--- config.mk ---
export PLATFORM = sky130hd
export DESIGN_NAME = pipe_register
export DESIGN_NICKNAME = d
export VERILOG_FILES = /design/src/rtl/pipe_register.sv
export SDC_FILE = /design/constraint.sdc
export NUM_CORES = 1
export LEC_CHECK = 0
export ABC_AREA = 1
export BUFFER_PORTS_ARGS = -buffer_cell sky130_fd_sc_hd__buf_2
export CAP_MARGIN = 40
export CORE_ASPECT_RATIO = 0.75
export CORE_UTILIZATION = 35
export CTS_CLUSTER_SIZE = 16
export DETAILED_ROUTE_END_ITERATION = 10
export HOLD_SLACK_MARGIN = 0.06
export PLACE_DENSITY = 0.55
export SYNTH_ARGS = -nofsm -noshare
export SYNTH_HDL_FRONTEND = slang
export SYNTH_SLANG_ARGS = --single-unit
--- constraint.sdc ---
create_clock -name clk -period 1.32 [get_ports clk]
set_clock_uncertainty 0.15 [all_clocks]
set_input_delay 0.132 -clock clk [delete_from_list [all_inputs] [get_ports clk]]
set_output_delay 0.132 -clock clk [all_outputs]
set_load 0.02 [all_outputs]
--- src/rtl/pipe_register.sv ---
// pipe_register: elastic pipeline register chain with valid/ready handshake,
// bubble collapsing and synchronous flush.
// Optional feature: define PIPE_REG_COUNT_EN to add the occupancy output `count`.
module pipe_register #(
  parameter int unsigned     WIDTH     = 32,
  parameter int unsigned     STAGES    = 2,
  parameter logic [WIDTH-1:0] RESET_VAL = '0
) (
  input  logic                         clk,
  input  logic                         rst_n,
  input  logic                         flush,
  input  logic                         in_valid,
  output logic                         in_ready,
  input  logic [WIDTH-1:0]             in_data,
  output logic                         out_valid,
  input  logic                         out_ready,
`ifdef PIPE_REG_COUNT_EN
  output logic [$clog2(STAGES+1)-1:0]  count,
`endif
  output logic [WIDTH-1:0]             out_data
);

  if (STAGES < 1) begin : g_illegal_stages
    $error("pipe_register: STAGES must be at least 1");
  end

  logic [STAGES-1:0] r_valid;
  logic [WIDTH-1:0]  r_data [STAGES];

  logic [STAGES-1:0] w_take;
  logic [STAGES-1:0] w_src_valid;
  logic [WIDTH-1:0]  w_src_data [STAGES];

  // A stage may load when it is empty or the stage after it is moving.
  always_comb begin
    logic t;
    t = out_ready;
    w_take = '0;
    for (int i = STAGES - 1; i >= 0; i--) begin
      t = !r_valid[i] | t;
      w_take[i] = t;
    end
  end

  // Source of each stage: upstream port for stage 0, previous stage otherwise.
  always_comb begin
    w_src_valid[0] = in_valid;
    w_src_data[0]  = in_data;
    for (int i = 1; i < STAGES; i++) begin
      w_src_valid[i] = r_valid[i-1];
      w_src_data[i]  = r_data[i-1];
    end
  end

  // Valid bits: flush empties every stage; otherwise moving stages take their source.
  always_ff @(posedge clk or negedge rst_n) begin
    if (!rst_n) begin
      r_valid <= '0;
    end else if (flush) begin
      r_valid <= '0;
    end else begin
      for (int i = 0; i < STAGES; i++) begin
        if (w_take[i]) r_valid[i] <= w_src_valid[i];
      end
    end
  end

  // Payload: only overwritten by a real beat so bubbles leave data untouched.
  always_ff @(posedge clk or negedge rst_n) begin
    if (!rst_n) begin
      for (int i = 0; i < STAGES; i++) r_data[i] <= RESET_VAL;
    end else if (!flush) begin
      for (int i = 0; i < STAGES; i++) begin
        if (w_take[i] && w_src_valid[i]) r_data[i] <= w_src_data[i];
      end
    end
  end

  assign in_ready  = w_take[0] & !flush;
  assign out_valid = r_valid[STAGES-1];
  assign out_data  = r_data[STAGES-1];

`ifdef PIPE_REG_COUNT_EN
  localparam int unsigned CW = $clog2(STAGES + 1);
  localparam logic [CW-1:0] CntOne = CW'(1);

  logic          r_count;
  logic [CW-1:0] r_occ;
  logic          w_in_xfer;
  logic          w_out_xfer;

  assign w_in_xfer  = in_valid & in_ready;
  assign w_out_xfer = out_valid & out_ready & !flush;

  // Occupancy tracks transfers; simultaneous in and out leaves it unchanged.
  always_ff @(posedge clk or negedge rst_n) begin
    if (!rst_n) begin
      r_occ <= '0;
    end else if (flush) begin
      r_occ <= '0;
    end else if (w_in_xfer && !w_out_xfer) begin
      r_occ <= r_occ + CntOne;
    end else if (w_out_xfer && !w_in_xfer) begin
      r_occ <= r_occ - CntOne;
    end
  end

  assign r_count = 1'b0;
  assign count   = r_occ;
`endif

endmodule

### Yosys cells after proc, flatten, opt, wreduce, memory -nomap -nowiden

Index checks and enable logic that the tools add are counted.

| storage, ports and cells | value |
|---|---|
| register bits after elaboration | 66 |
| input port bits | 37 |
| output and inout bits | 34 |

| cells by class | value |
|---|---|
| bitwise operators | 4 |
| muxes and demuxes | 3 |
| reduce and logical (&&, ||, !) cells | 9 |

Operators by type and width:

| operator | count |
|---|---|
| $reduce_and A2 Y1 | 2 |
| $reduce_bool A2 Y1 | 2 |
| $logic_not A1 Y1 | 3 |
| $logic_and A1 B1 Y1 | 2 |
| $mux W1 | 2 |
| $mux W2 | 1 |
| $or A1 B1 Y1 | 2 |
| $and A1 B1 Y1 | 1 |
| $not A1 Y1 | 1 |

### Longest topological paths before layout

| depth | value |
|---|---|
| depth after elaboration | 5 |
| gate-level depth with buffers | 6 |

### Least setup slack after synthesis

No wires, ideal clock.

| timing | value |
|---|---|
| path kind | register to output |
| from | reg r_valid[1] |
| to | out in_ready |
| slack | 18 ps |
| arrival | 1020 ps |
| cell stages (with the launch flop) | 5 |
| path through | dfrtp_1 -> nand3_2 -> buf_2 -> nand2_1 -> inv_1 |

| between the ends | value |
|---|---|
| word-level cells in the longest chain between the ends | 4 |

RTL lines:

| element | line | source |
|---|---|---|
| start, declared | 27 | `logic [STAGES-1:0] r_valid;` |
| start signal, assigned by index | 63 | `if (w_take[i]) r_valid[i] <= w_src_valid[i];` |
| $logic_not A1 Y1 | 40 | `t = !r_valid[i] \| t;` |
| $or A1 B1 Y1 (2 in a row) | 40 |  |
| $and A1 B1 Y1 | 79 | `assign in_ready = w_take[0] & !flush;` |
| end, declared | 13 | `output logic in_ready,` |

No other way between the ends.

### Worst setup path after layout

| timing | value |
|---|---|
| from | reg r_valid[0] |
| to | out in_ready |

| between the ends | value |
|---|---|
| word-level cells in the longest chain between the ends | 3 |

RTL lines:

| element | line |
|---|---|
| $logic_not A1 Y1 | 40 |
| $or A1 B1 Y1 | 40 |
| $and A1 B1 Y1 | 79 |

No other way between the ends.

==> results.tsv <==
stage	metric	value	unit
run_status	status	complete, but fails checks	
run_status	failing checks	negative setup slack	
die	io pins	71	
die	Die H	81.2	µm
global_route	Total GRT Usage	16.4	%
setup_path	critical setup path kind	flop to primary output	
sta	Final Critical Period	1340	ps
worst_hold_path	Hold Crit Class	primary input to async pin	
synth	Yosys reg bits	66	
power	peak supply drop	0.572	mV
power	combinational share of power	21.8	%
die	chip width	108	µm
cts	H-tree levels	3	
layout	diode count	0	
die	placeable core area	0.00799	mm²
drt	vias	2344	
sta	count of final hold-check violations	0	
global_route	first-pass GRT wire length	10.7	mm
synth	syn avg cell area	9.09	µm²
place	Placement Cell Area	0.00315	mm²
setup_path	Crit Path Max Fanout	2	
drt	1st-iter DRT viols	96	
global_route	largest net degree at the start of global routing	33	
place	pre-CTS WS	34.0	ps
setup_path	crit path capture type	primary output	
synth	yosys warns	0	
place	IO Port Bufs	70	
layout	Layout Area Growth over Synthesis	35.1	%
cts	CTS buffer count	9	
sta	Final WS setup	-20.4	ps
power	sequential share of power	47.5	%
setup_path	worst path arrival time	1060	ps
layout	multi-input logic area	960	µm²
drt	routed len/inst	14.2	µm
die	row count	28	
global_route	initial antenna violation count	0	
place	Detailed Place HPWL	4.21	mm
cts	Clock Latency Late Sink	330	ps
sta	Rel. slew slack	80.2	%
layout	final instance area	0.00395	mm²
cts	CTS root buf	clkbuf_8	
cts	TritonCTS clock tree	done	
run	max_cap viols	0	
power	PnR Total Power	5360	µW
cts	Max Root-Sink Buffers	2	
drt	Post-Route WL	7.41	mm
layout	Layout fillers	784	
setup_path	CP required	1040	ps
synth	Post-Syn Area	0.00293	mm²
power	sw power	1620	µW
setup_path	CP Launch Type	flop	
power	total power divided by cell area	1360	mW/mm²
die	die area	0.00873	mm²
power	Int Pwr	3740	µW
sta	final period utilization	102	%
layout	layout cells sized above 1	28.0	%
drt	vias per cell	4.51	
drt	ANT nets after route	0	
synth	Synth cell types	11	
layout	Seq. cell area	0.00165	mm²
die	initial core utilization	36.6	%
sta	Fmax achieved	746	MHz
sta	Slew Limit Fails	0	
synth	Syn Nets	359	
sta	endpoints failing setup	1	
layout	Final Util	49.5	%
global_route	vias in the first global route	2199	
sta	hold slack	55.8	ps
global_route	Overflow after GRT	0	
cts	clock sinks	66	
synth	sequential share of the synthesized area	56.4	%
power	sw frac	30.2	%
place	GPL Wtd Cong	0.748	
sta	unrepaired setup endpoints after global routing	true	
synth	synthesized instance count	322	
power	clock share of power	30.7	%
cts	Clock transition at path regs	70	ps
power	Leak	0.00213	µW
sta	Worst Tran Pin Value	297	ps
drt	TritonRoute pass-1 iters	4	
drt	Remaining DRCs	0	
layout	Layout Nets	448	
==> layer usage <==
metal	track usage, %	wire length (µm)
met3	5.30	357
met2	25.7	3340
met1	21.6	3650
met4	4.93	61
met5	0	0
==> power groups by stage <==
stage               Clock [µW]  Combinational [µW]  Sequential [µW]
floorplan                    0                 933             2530
global placement             0                 997             2580
detailed placement           0                1020             2580
CTS                       1680                1110             2550
global route              1760                1300             2590
finish                    1650                1170             2550
==> synth_stat cells (all sizes together) <==
cell type | number | share of area [%]
inv | 5 | 0.64
buf | 50 | 13
nor2 | 2 | 0.77
nand3 | 65 | 11
dfrtp | 66 | 56
nand2 | 132 | 17
a21oi | 2 | 0.34
==> path summary, 6_finish.rpt <==
check / start / to / slack (ps) / depth (start not counted)
min in group clk: flush / r_data[42] / 220 / 6
min reg2reg: out_data[11] / out_data[11] / 320 / 2
max in group asynchronous: rst_n / out_data[28] / 510 / 3
min: rst_n / out_data[12] / 60 / 2
max reg2reg: r_valid[1] / r_data[49] / 30 / 5
max: r_valid[0] / in_ready / -20 / 4
==> cell type report <==
class / count / share of cell area [%]
clock buffer: 12 / 3.67
clock inverter: 3 / 1.01
tap: 105 / 3.32
multi-input combinational: 204 / 24.3
sequential: 66 / 41.8
timing repair buffer: 125 / 25.5
inverter: 5 / 0.475
==> logic make-up after synthesis <==
logic type	after synthesis	synth area share (%)
compound gates	2	0.342
buf+inv	55	13.7
flops	66	56.4
simple gates	199	29.5
==> registers in the layout, indices dropped and copies added, names as in the netlist <==
| register | count |
|---|---|
| r_data | 32 |
| out_data | 32 |
| r_valid | 2 |
==> placed cells by master (no fill, tap or decap), types with 3 or more instances in the layout <==
| cell type | netlist | routed |
|---|---|---|
| buf_12 | 0 | 6 |
| buf_2 | 6 | 68 |
| buf_4 | 38 | 3 |
| buf_6 | 6 | 11 |
| clkbuf_8 | 0 | 10 |
| dfrtp_1 | 66 | 66 |
| dlygate4sd3_1 | 0 | 35 |
| inv_2 | 0 | 3 |
| nand2_1 | 130 | 128 |
| nand2_8 | 0 | 4 |
| nand3_1 | 64 | 64 |
==> worst max-delay path: stages, from the launching register on <==
cell and delay, ps:
dfrtp_1 410, nand3_4 80, nand2_2 70, inv_2 40, buf_6 120
==> timing repair <==
action	in CTS	in global routing
setup endpoints to repair	1	66
endpoints found under the hold margin	100	0
pin swaps	1	2
hold buffers	35	0
cloned	0	6
buffers inserted	2	3
resized for setup	11	15
==> metrics by stage <==
stage | setup TNS [ps] | cells
floorplan | 0 | 322
global placement | 0 | 459
detailed placement | 0 | 459
CTS | -34.6 | 511
global route | -511 | 520
finish | -20.4 | 520
(Power assumes the default switching activity.)
